===== src/rtl/pc_fetch_ctrl.sv =====
// Program-counter owner and single-outstanding instruction-fetch sequencer.
// Build macro PC_MISALIGN_TRAP_EN: misaligned jumps go to TRAP_VEC and pulse misalign.
//
// state | meaning
// IDLE  | first cycle after reset release
// REQ   | fetch request presented at pc
// WAIT  | request granted, awaiting response
// HOLD  | fetched instruction presented to decode
module pc_fetch_ctrl #(
    parameter int                ADDR_W   = 8,
    parameter int                DATA_W   = 32,
    parameter logic [ADDR_W-1:0] RESET_PC = 8'h00,
    parameter int                PC_INC   = 4
`ifdef PC_MISALIGN_TRAP_EN
    ,
    parameter logic [ADDR_W-1:0] TRAP_VEC = 8'h10
`endif
) (
    input  logic              clk,
    input  logic              rst_n,
    input  logic              jump_valid,
    input  logic [ADDR_W-1:0] jump_addr,
    output logic              imem_req,
    output logic [ADDR_W-1:0] imem_addr,
    input  logic              imem_gnt,
    input  logic              imem_rvalid,
    input  logic [DATA_W-1:0] imem_rdata,
    output logic              inst_valid,
    input  logic              inst_ready,
    output logic [DATA_W-1:0] inst_data,
    output logic [ADDR_W-1:0] inst_pc,
    output logic [ADDR_W-1:0] pc,
    output logic              misalign
);

    typedef enum logic [1:0] {IDLE, REQ, WAIT, HOLD} state_t;

    state_t            state, state_d;
    logic [ADDR_W-1:0] pc_d, req_pc, req_pc_d, inst_pc_d, jump_tgt;
    logic [DATA_W-1:0] inst_data_d;
    logic              kill, kill_d, inst_valid_d;

`ifdef PC_MISALIGN_TRAP_EN
    logic jump_mis;
    assign jump_mis = |jump_addr[1:0];
    assign jump_tgt = jump_mis ? TRAP_VEC : jump_addr;

    always_ff @(posedge clk or negedge rst_n) begin
        if (!rst_n) misalign <= 1'b0;
        else        misalign <= jump_valid && jump_mis;
    end
`else
    assign jump_tgt = jump_addr & ~ADDR_W'(3);
    assign misalign = 1'b0;
`endif

    assign imem_req  = (state == REQ);
    assign imem_addr = pc;

    always_comb begin
        state_d      = state;
        pc_d         = pc;
        req_pc_d     = req_pc;
        kill_d       = kill;
        inst_valid_d = inst_valid;
        inst_data_d  = inst_data;
        inst_pc_d    = inst_pc;
        case (state)
            IDLE: state_d = REQ;
            REQ: begin
                if (imem_gnt) begin
                    req_pc_d = pc;
                    kill_d   = jump_valid;
                    state_d  = WAIT;
                end
            end
            WAIT: begin
                if (imem_rvalid) begin
                    kill_d  = 1'b0;
                    state_d = REQ;
                    if (!kill && !jump_valid) begin
                        inst_data_d  = imem_rdata;
                        inst_pc_d    = req_pc;
                        inst_valid_d = 1'b1;
                        pc_d         = pc + ADDR_W'(PC_INC);
                        state_d      = HOLD;
                    end
                end else if (jump_valid) begin
                    kill_d = 1'b1;
                end
            end
            HOLD: begin
                // A redirect flushes the held instruction even if decode is ready.
                if (jump_valid || inst_ready) begin
                    inst_valid_d = 1'b0;
                    state_d      = REQ;
                end
            end
            default: state_d = IDLE;
        endcase
        if (jump_valid) pc_d = jump_tgt;
    end

    always_ff @(posedge clk or negedge rst_n) begin
        if (!rst_n) begin
            state      <= IDLE;
            pc         <= RESET_PC;
            req_pc     <= '0;
            kill       <= 1'b0;
            inst_valid <= 1'b0;
            inst_data  <= '0;
            inst_pc    <= '0;
        end else begin
            state      <= state_d;
            pc         <= pc_d;
            req_pc     <= req_pc_d;
            kill       <= kill_d;
            inst_valid <= inst_valid_d;
            inst_data  <= inst_data_d;
            inst_pc    <= inst_pc_d;
        end
    end

endmodule


===== config.mk =====
export PLATFORM = sky130hd
export DESIGN_NAME = pc_fetch_ctrl
export DESIGN_NICKNAME = d
export VERILOG_FILES = /design/src/rtl/pc_fetch_ctrl.sv
export SDC_FILE = /design/constraint.sdc
export NUM_CORES = 1
export LEC_CHECK = 0
export BUFFER_PORTS_ARGS = -buffer_cell sky130_fd_sc_hd__buf_2
export CAP_MARGIN = 25
export CORE_ASPECT_RATIO = 0.6
export CORE_UTILIZATION = 45
export CTS_BUF_LIST = sky130_fd_sc_hd__clkbuf_4 sky130_fd_sc_hd__clkbuf_8
export CTS_CLUSTER_SIZE = 24
export DETAILED_ROUTE_END_ITERATION = 8
export PLACE_DENSITY = 0.87
export SKIP_CTS_REPAIR_TIMING = 1
export SLEW_MARGIN = 20
export SYNTH_ARGS = -nofsm -noshare
export SYNTH_HDL_FRONTEND = slang
export SYNTH_SLANG_ARGS = --single-unit

===== constraint.sdc =====
create_clock -name clk -period 2.48 [get_ports clk]
set_clock_uncertainty 0.15 [all_clocks]
set_input_delay 0.248 -clock clk [delete_from_list [all_inputs] [get_ports clk]]
set_output_delay 0.248 -clock clk [all_outputs]
set_load 0.05 [all_outputs]

==> results.md, run 1 <==
* Crit path required time at around 2.5 ns
* Dpl cell area at 2930 um^2
* Post-synth cell types at 33
* Net count, final at 319
* Vias at 1668
* Die width at 97.8 um
* First-pass GRT wire length at 7820 um
* Failing checks: design-rule violations, negative hold slack
* Placer congestion estimate at 0.918
* Crit path arrival time at 2.04 ns
* Total CTS buffers at 5
* Most frequent cells in the layout: buf_2, dfrtp_1, mux2_2
* HPWL Detailed at 3620 um
* Clk_lat worst skew at 0.30 ns
* Pwr Density at 1320 nW/um^2
* # rows at 20
* CTS max path bufs at 2
* Synth warn at 0
* TNS Setup at 0 ns
* CP peak stage delay at 0.43 ns
* Buf/Inv on CP at 2
* CP startpoint kind: flip-flop
* CP Max Fanout at 38
* CTS tree: yes
* Post-Syn Instances at approximately 180
* Final min period at 2.01 ns
* Clock Sinks at 54
* Placed insts at 326
* Setup CP Type: reg -> reg
* Slew Viols, Final at 0
* Final Non-Filler Cells at 334
* Commonest non-fill, non-tap cell in the layout: buf_2
* Routed vias/inst at 4.99
* Worst Hold Slack at -0.000105 ns
* Core Box Area at 5180 um^2
* Initial Util at 0.479
* WL/cell at 14.7 um
* Die area at 5820 um^2
* Hold WC Path Type: in -> reg
* Vias in the first global route at 1655
* Static Leak at 1.63 nW
* Hold Vio Cnt, Final at 1
* Root buffer cell: clkbuf_8
* Largest net degree at the start of global routing at 39
* Ant diodes at 0
* Synth Cell Area at 2480 um^2
* IR Drop Worst-Case VDD at 0.000660 V
* Synth Register Bits at 54
* CTS clk-pin slew, worst paths at 0.09 ns
* Core Util, Final at 0.590
* Final setup vio count at 0
* Finished Cell Area at 3060 um^2
* Final ANT Viol Nets at 0
* Max-cap violations at 0
* Number of antenna violations at the first check in global routing at 0
* Critical path, cell by cell: inv_1 -> ha_1 -> nand3b_4 -> nor2_4 -> buf_12 -> mux2_2
* Slew at the pin closest to its max-slew limit at 0.672 ns
* Gr usage total at 0.178
* Avg Inst Size Synth at 14.1 um^2
* Total gr overflow at 0
* DRT Pass-1 Iters at 6
* Layout cells sized above 1 at 0.563
* Drt total wl at 4910 um
* Drt drc at 14
* Port-buffer cells at 95
* Number of H-tree levels at 2
* Initial DRC Count at 77
* Family with the most delay on the worst path: flip-flops
* Slew margin rel. at 0.552
* Post-synthesis sequential area ratio at 0.545
* Max frequency at ~500 MHz
* Die Height at 59.5 um
* Area grow syn2layout at 23.3%
* Io pins at around 110
* Tcrit/Tclk final at 0.810
* Crit. End Element: flip-flop
* Run status: complete, but fails checks
* Crit-path slowest cell: dfrtp_1
* RSZ-0062 raised after global routing: no
==> final cells by class <==
cell class,count,area [um^2]
clock inverters,1,30.0
flip-flops and latches,54,1350
fillers,440,2120
multi-input cells,107,988
well taps,66,82.6
clock buffers,6,82.6
inverters,2,7.51
repair buffers,98,513
==> final timing paths <==
kind | startpoint | endpoint | slack (ns) | cells after the start
max in group asynchronous | rst_n | inst_data[11] | 1.05 | 3
min in group asynchronous | rst_n | imem_addr[4] | 0.37 | 2
worst min register to register | inst_data[6] | inst_data[6] | 0.36 | 1
worst max-delay path | state[0] | inst_data[24] | 0.47 | 6
worst max register to register | state[0] | inst_data[24] | 0.47 | 6
worst min-delay path | jump_addr[7] | imem_addr[7] | -0.0001 | 3
==> stage by stage <==
stage                     setup WS [ns]  total power, mW  hold WS (ns)
after floorplan                   0.579             3.01        -0.198
after global placement            0.560             3.40         0.161
after detailed placement          0.491             3.46         0.172
after CTS                         0.470             4.07        -0.160
after global routing              0.373             4.22       0.00584
final                             0.472             4.03     -0.000105
==> per-layer routing <==
metal  share of wire  vias to the layer above  global-route usage  wire [um]
met4          0.0029                        0              0.0519         14
met5               0                        -                   0          0
met3           0.065                        2              0.0436        321
met1            0.45                      813               0.232       2200
li1                -                      784                   -          -
met2            0.48                       69               0.303       2370
==> Yosys cell counts, drive strengths merged <==
master / n / area [um^2]
dfrtp: 54 / 1350
mux2: 44 / 571
buf: 18 / 155
nand2: 10 / 37.5
o21ai: 7 / 35.0
ha: 5 / 62.6
nand3: 4 / 20.0
a21oi: 3 / 15.0
nor2b: 3 / 18.8
or4: 3 / 22.5
and3: 2 / 12.5
inv: 2 / 7.51
mux2i: 2 / 20.0
nand2b: 2 / 12.5
nand3b: 2 / 27.5
nand4b: 2 / 17.5
xor2: 2 / 17.5
a311oi: 1 / 8.76
clkbuf: 1 / 3.75
conb: 1 / 3.75
nand4: 1 / 6.26
nor2: 1 / 6.26
nor3b: 1 / 7.51
o22ai: 1 / 6.26
o2bb2ai: 1 / 8.76
o32ai: 1 / 8.76
or2: 1 / 6.26
or3b: 1 / 8.76
==> flip-flops by register name (all words and copies together), names as in the netlist <==
name        flops
kill            1
inst_pc         6
inst_data      32
inst_valid      1
state           2
imem_addr       6
req_pc          6
==> cells by family after synthesis <==
group | Yosys count | share of synthesized area
adders and majority gates | 5 | 0.0252
other | 1 | 0.00151
and+or+nand+nor | 33 | 0.0823
AOI/OAI and AO/OA | 14 | 0.0333
DFF | 54 | 0.545
buffers and inverters | 21 | 0.0671
muxes | 46 | 0.238
xor gates and xnor gates | 2 | 0.00707
==> worst reg2reg max path, stage by stage, from the launching register on <==
cell and delay, ns:
dfrtp_1 0.43, inv_1 0.13, ha_1 0.28, nand3b_4 0.13
nor2_4 0.12, buf_12 0.26, mux2_2 0.39
==> report_power, final <==
group	switching [mW]	internal, mW	leakage [nW]
combinational	1.41	0.623	0.881
clock	0.265	0.323	0.0573
sequential	0.199	1.21	0.694
Power figures use the tool's default switching activity.
==> run 2, diff against run 1 <==
Settings changed: CORE_UTILIZATION 45 to 44, PLACE_DENSITY 0.87 to 0.88.
Clock period 2.48 ns to 1.69 ns, I/O delays scaled along.
==> run 2 against run 1 <==
The run ends with negative setup slack left. Wire length grew 22%. Die area grew 2.2%. Hold slack gained 0.041 ns. First-iteration DRC count grew 27%. Design area grew 22%. Register-to-register slack lost 0.54 ns. Combinational power grew 64%. Setup slack lost 0.54 ns. Largest power group unchanged. Highest routed layer unchanged.
==> results.md, run 2 (synthesis gave the netlist of run 1 again) <==
* CTS max path bufs at 2
* CTS tree: yes
* Commonest non-fill, non-tap cell in the layout: buf_2
* Run status: complete, but fails checks
* Ant diodes at 0
* Net count, final at 370
* Power Total at 6.18 mW
* # rows at 20
* Crit path arrival time at approximately 1.8 ns
* Largest net degree at the start of global routing at 55
* Vias in the first global route at 1678
* Final min period at 1.75 ns
* Number of H-tree levels at 2
* Setup ws final at -0.0637 ns
* Initial DRC Count at 98
* Port-buffer cells at 95
* Most frequent cells in the layout: buf_2, dfrtp_1, dlygate4sd3_1
* Clock Sinks at 54
* Pwr Density at 1660 nW/um^2
* Final ANT Viol Nets at 0
* Die width at 98.9 um
* Die Height at about 60 um
* CP startpoint kind: flip-flop
* Total gr overflow at 0
* Hold Vio Cnt, Final at 0
* Area occupied by multi-input gates at around 1100 um^2
* Top reg by flops: inst_data
* Failing checks: negative setup slack
* Placer congestion estimate at roughly 0.83
* Static Leak at 1.91 nW
* Io pins at 105
* CP Max Fanout at 6
* Fillers at 357
* First-pass GRT wire length at 7560 um
* TNS Setup at -1.60 ns
* Tcrit/Tclk final at 1.04
* Vias at 1880
* Clk_lat worst skew at 0.29 ns
* WL/cell at 15.5 um
* Drt drc at 0
* DRT Pass-1 Iters at 4
* Gr usage total at 0.167
* Number of antenna violations at the first check in global routing at 0
* Routed vias/inst at 4.87
* HPWL Detailed at 3540 um
* Setup CP Type: reg -> reg
* CTS clk-pin slew, worst paths at around 0.09 ns
* Die area at 5950 um^2
* RSZ-0062 raised after global routing: yes
* Crit path required time at 1.72 ns
* Max-cap violations at 0
* Core Box Area at about 5200 um^2
* Register area at 1350 um^2
* Area grow syn2layout at 50.2%
* IR Drop Worst-Case VDD at slightly below 0.001 V
* Crit. End Element: flip-flop
* Layout cells sized above 1 at 0.538
* Slew Viols, Final at 0
* Root buffer cell: clkbuf_8
* Hold WC Path Type: in -> reg
* DP Worst Slack at -0.0506 ns
* Initial Util at 0.474
* Max frequency at roughly 570 MHz
* Max reg flops at 32
* Final setup vio count at 39
* Total CTS buffers at 5
* Drt total wl at 5980 um
run 2: cell count changes in the layout (fill, tap and decap cells not counted), moves of 2 or more:
cell	previous run	this run
dfrtp_1	54	52
ha_1	5	3
buf_12	1	5
clkbuf_4	0	2
dfrtp_2	0	2
ha_4	0	2
dlygate4sd3_1	1	39
buf_4	1	7
clkbuf_16	0	3
mux2_2	24	6
mux2_4	20	38
run 2: final timing paths:
check                       startpoint             to  slack [ns]  depth (start not counted)
max in group asynchronous        rst_n      req_pc[7]        0.90                          3
max reg2reg                   state[0]  inst_data[23]       -0.06                          7
min reg2reg                  req_pc[3]     inst_pc[3]        0.37                          1
min in group asynchronous        rst_n      req_pc[3]        0.24                          3
max                           state[0]  inst_data[23]       -0.06                          7
min                        imem_rvalid           kill        0.04                          2
run 2: cell type report:
cell class,instances,share of cell area
inverters,2,0.00202
multi-input cells,107,0.292
flip-flops and latches,54,0.364
clock inverters,1,0.00134
well taps,66,0.0222
repair buffers,149,0.294
clock buffers,7,0.0242
run 2: per-layer routing:
layer | routed length, um | GRT usage | up-vias
met4 | 27 | 0.0448 | 0
met3 | 308 | 0.0444 | 2
met1 | 2730 | 0.220 | 929
met2 | 2910 | 0.277 | 67
met5 | 0 | 0 | -
li1 | - | - | 882
run 2: critical path, stage by stage, from the launching register on:
cell	delay, ns
dfrtp_1	0.41
inv_2	0.09
ha_4	0.16
nand3b_4	0.09
nor2_4	0.13
buf_12	0.15
clkbuf_16	0.16
mux2_4	0.30
run 2: power breakdown:
group / internal (mW) / switching [mW] / total, mW
Sequential: 1.78 / 0.321 / 2.10
Clock: 0.348 / 0.396 / 0.743
Combinational: 1.20 / 2.13 / 3.33
run 2: metrics by stage:
stage               cell area, um^2   util  instances  hold WS, ns
floorplan                      2520      -        182       -0.277
global placement               3040  0.581        333       0.0284
detailed placement             3040  0.581        333       0.0375
CTS                            3140  0.600        341       -0.290
global route                   3720  0.712        386       0.0474
finish                         3720  0.712        386       0.0409
==> run 3, diff against run 2 <==
Settings changed: ABC_CLOCK_PERIOD_IN_PS from default to 1690, CAP_MARGIN 25 to 20, CORE_MARGIN from default to 8.
==> run 3 against run 2 <==
The run still ends with negative setup slack left. Wire length grew 16%. Combinational power grew 2%. Setup slack got worse by 0.013 ns. Final cell count grew 1.8%. Fmax is 0.72% lower.
==> results.md, run 3 (synthesis gave the netlist of run 1 again) <==
* Run status: complete, but fails checks
* Die width at roughly 110 um
* Static Leak at about 1.9 nW
* Crit path required time at ~1.7 ns
* CP startpoint kind: flip-flop
* Die area at about 8400 um^2
* Die Height at 74.1 um
* Critical path, cell by cell: buf_6 -> ha_4 -> nand3b_4 -> nor2_4 -> buf_6 -> buf_12 -> mux2_2
* TNS Setup at -2.28 ns
* Net count, final at 375
* Slew Viols, Final at 0
* DRT Pass-1 Iters at 5
* Final setup vio count at 39
* IR Drop Worst-Case VDD at ~0.00084 V
* Hold WC Path Type: in -> reg
* Area grow syn2layout at 50.5%
* CP peak stage delay at 0.40 ns
* CTS max path bufs at 2
* CP dominant cell by count: buf_6
* Clk_lat worst skew at 0.29 ns
* Ant diodes at 0
* Placer congestion estimate at ~0.73
* Final Non-Filler Cells at 393
* Core Box Area at 5520 um^2
* Port-buffer cells at 95
* Crit-path slowest cell: dfrtp_1
* DP Worst Slack at -0.0208 ns
* CTS clk-pin slew, worst paths at 0.09 ns
* Placed insts at 337
* Final min period at about 1.8 ns
* Max-cap violations at 0
* Drt total wl at 6930 um
* Gr usage total at 0.132
* Top reg by flops: inst_data
* WL/cell at 17.6 um
* Crit path arrival time at 1.80 ns
* CP Max Fanout at 7
* HPWL Detailed at between 4000 and 5000 um
* Largest net degree at the start of global routing at 55
* Crit. End Element: flip-flop
* Most frequent cells in the layout: buf_2, dfrtp_1, dlygate4sd3_1
* # rows at 21
* Layout cells sized above 1 at 0.540
* Register area at roughly 1400 um^2
* Final ANT Viol Nets at 0
* Max reg flops at 32
* First-pass GRT wire length at 8780 um
* RSZ-0062 raised after global routing: yes
* Worst Reg-to-Reg Cells at 7
* Initial Util at 0.449
* Hold path depth at 2
* Hold Vio Cnt, Final at 0
* Number of H-tree levels at 2
* Vias at 1916
* Finished Cell Area at around 3700 um^2
* Failing checks: negative setup slack
* Pwr Density at 1650 nW/um^2
* Routed vias/inst at 4.88
* Max frequency at roughly 570 MHz
* Initial DRC Count at 59
* Area occupied by multi-input gates at 1080 um^2
* Setup ws final at -0.0764 ns
* Drt drc at 0
* Fillers at 396
* Io pins at 105
* Clock Sinks at 54
* CTS tree: yes
* Total CTS buffers at 5
* Setup CP Type: reg -> reg
* Root buffer cell: clkbuf_8
* Number of antenna violations at the first check in global routing at 0
* Dpl cell area at just over 3000 um^2
* Total gr overflow at 0
* Vias in the first global route at 1791
* Commonest non-fill, non-tap cell in the layout: buf_2
* Tcrit/Tclk final at 1.05
## run 3: cell count changes in the layout (fill, tap and decap cells not counted)
cell,delta
a21oi_1,+1
mux2_2,+2
clkinv_2,-1
buf_6,+5
o21ai_0,-1
buf_8,+1
mux2_4,-2
a21oi_2,-1
clkbuf_4,-1
clkinvlp_4,+1
buf_4,+3
clkbuf_8,-1
o21ai_1,+1
buf_12,-3
## run 3: cell type report
| cell class | instances | share of cell area |
|---|---|---|
| clock inverters | 1 | 0.00201 |
| flip-flops and latches | 54 | 0.363 |
| inverters | 2 | 0.00201 |
| well taps | 69 | 0.0231 |
| multi-input cells | 107 | 0.288 |
| clock buffers | 6 | 0.0205 |
| repair buffers | 154 | 0.301 |
## run 3: path summary, 6_finish.rpt
| kind | start | endpoint | slack (ns) |
|---|---|---|---|
| setup / recovery | state[1] | inst_pc[5] | -0.08 |
| hold / removal | imem_rvalid | kill | 0.01 |
| setup reg to reg | state[1] | inst_pc[5] | -0.08 |
| hold reg to reg | inst_pc[6] | inst_pc[6] | 0.36 |
| max in group asynchronous | rst_n | req_pc[7] | 0.90 |
| min in group asynchronous | rst_n | inst_data[0] | 0.23 |
## run 3: metrics by stage
step            util  hold slack, ns  power, mW
2_1_floorplan      -          -0.277       4.44
3_3_place_gp   0.549          0.0339       5.14
3_5_place_dp   0.549          0.0354       5.22
4_1_cts        0.564          -0.293       5.93
5_1_grt        0.676         0.00483       6.47
6_report       0.676          0.0147       6.16
## run 3: power by group
group / switching (mW) / total [mW] / internal, mW
Clock: 0.389 / 0.691 / 0.301
Sequential: 0.289 / 2.07 / 1.78
Combinational: 2.18 / 3.40 / 1.22
## run 3: routing by layer
metal  vias up  routed length, um  global-route usage  share of wire
li1        895                  -                   -              -
met1       947               2950               0.156           0.43
met2        68               3400               0.217           0.49
met3         6                521              0.0616          0.075
met4         0                 56              0.0293         0.0081
met5         -                  0                   0              0
## run 3: worst max-delay path: cells and delay by family, from the launching register on
kind | cells | cell delay [ns]
muxes | 1 | 0.33
adders and majority gates | 1 | 0.15
and+or+nand+nor | 2 | 0.22
buffers and inverters | 3 | 0.40
DFF | 1 | 0.40
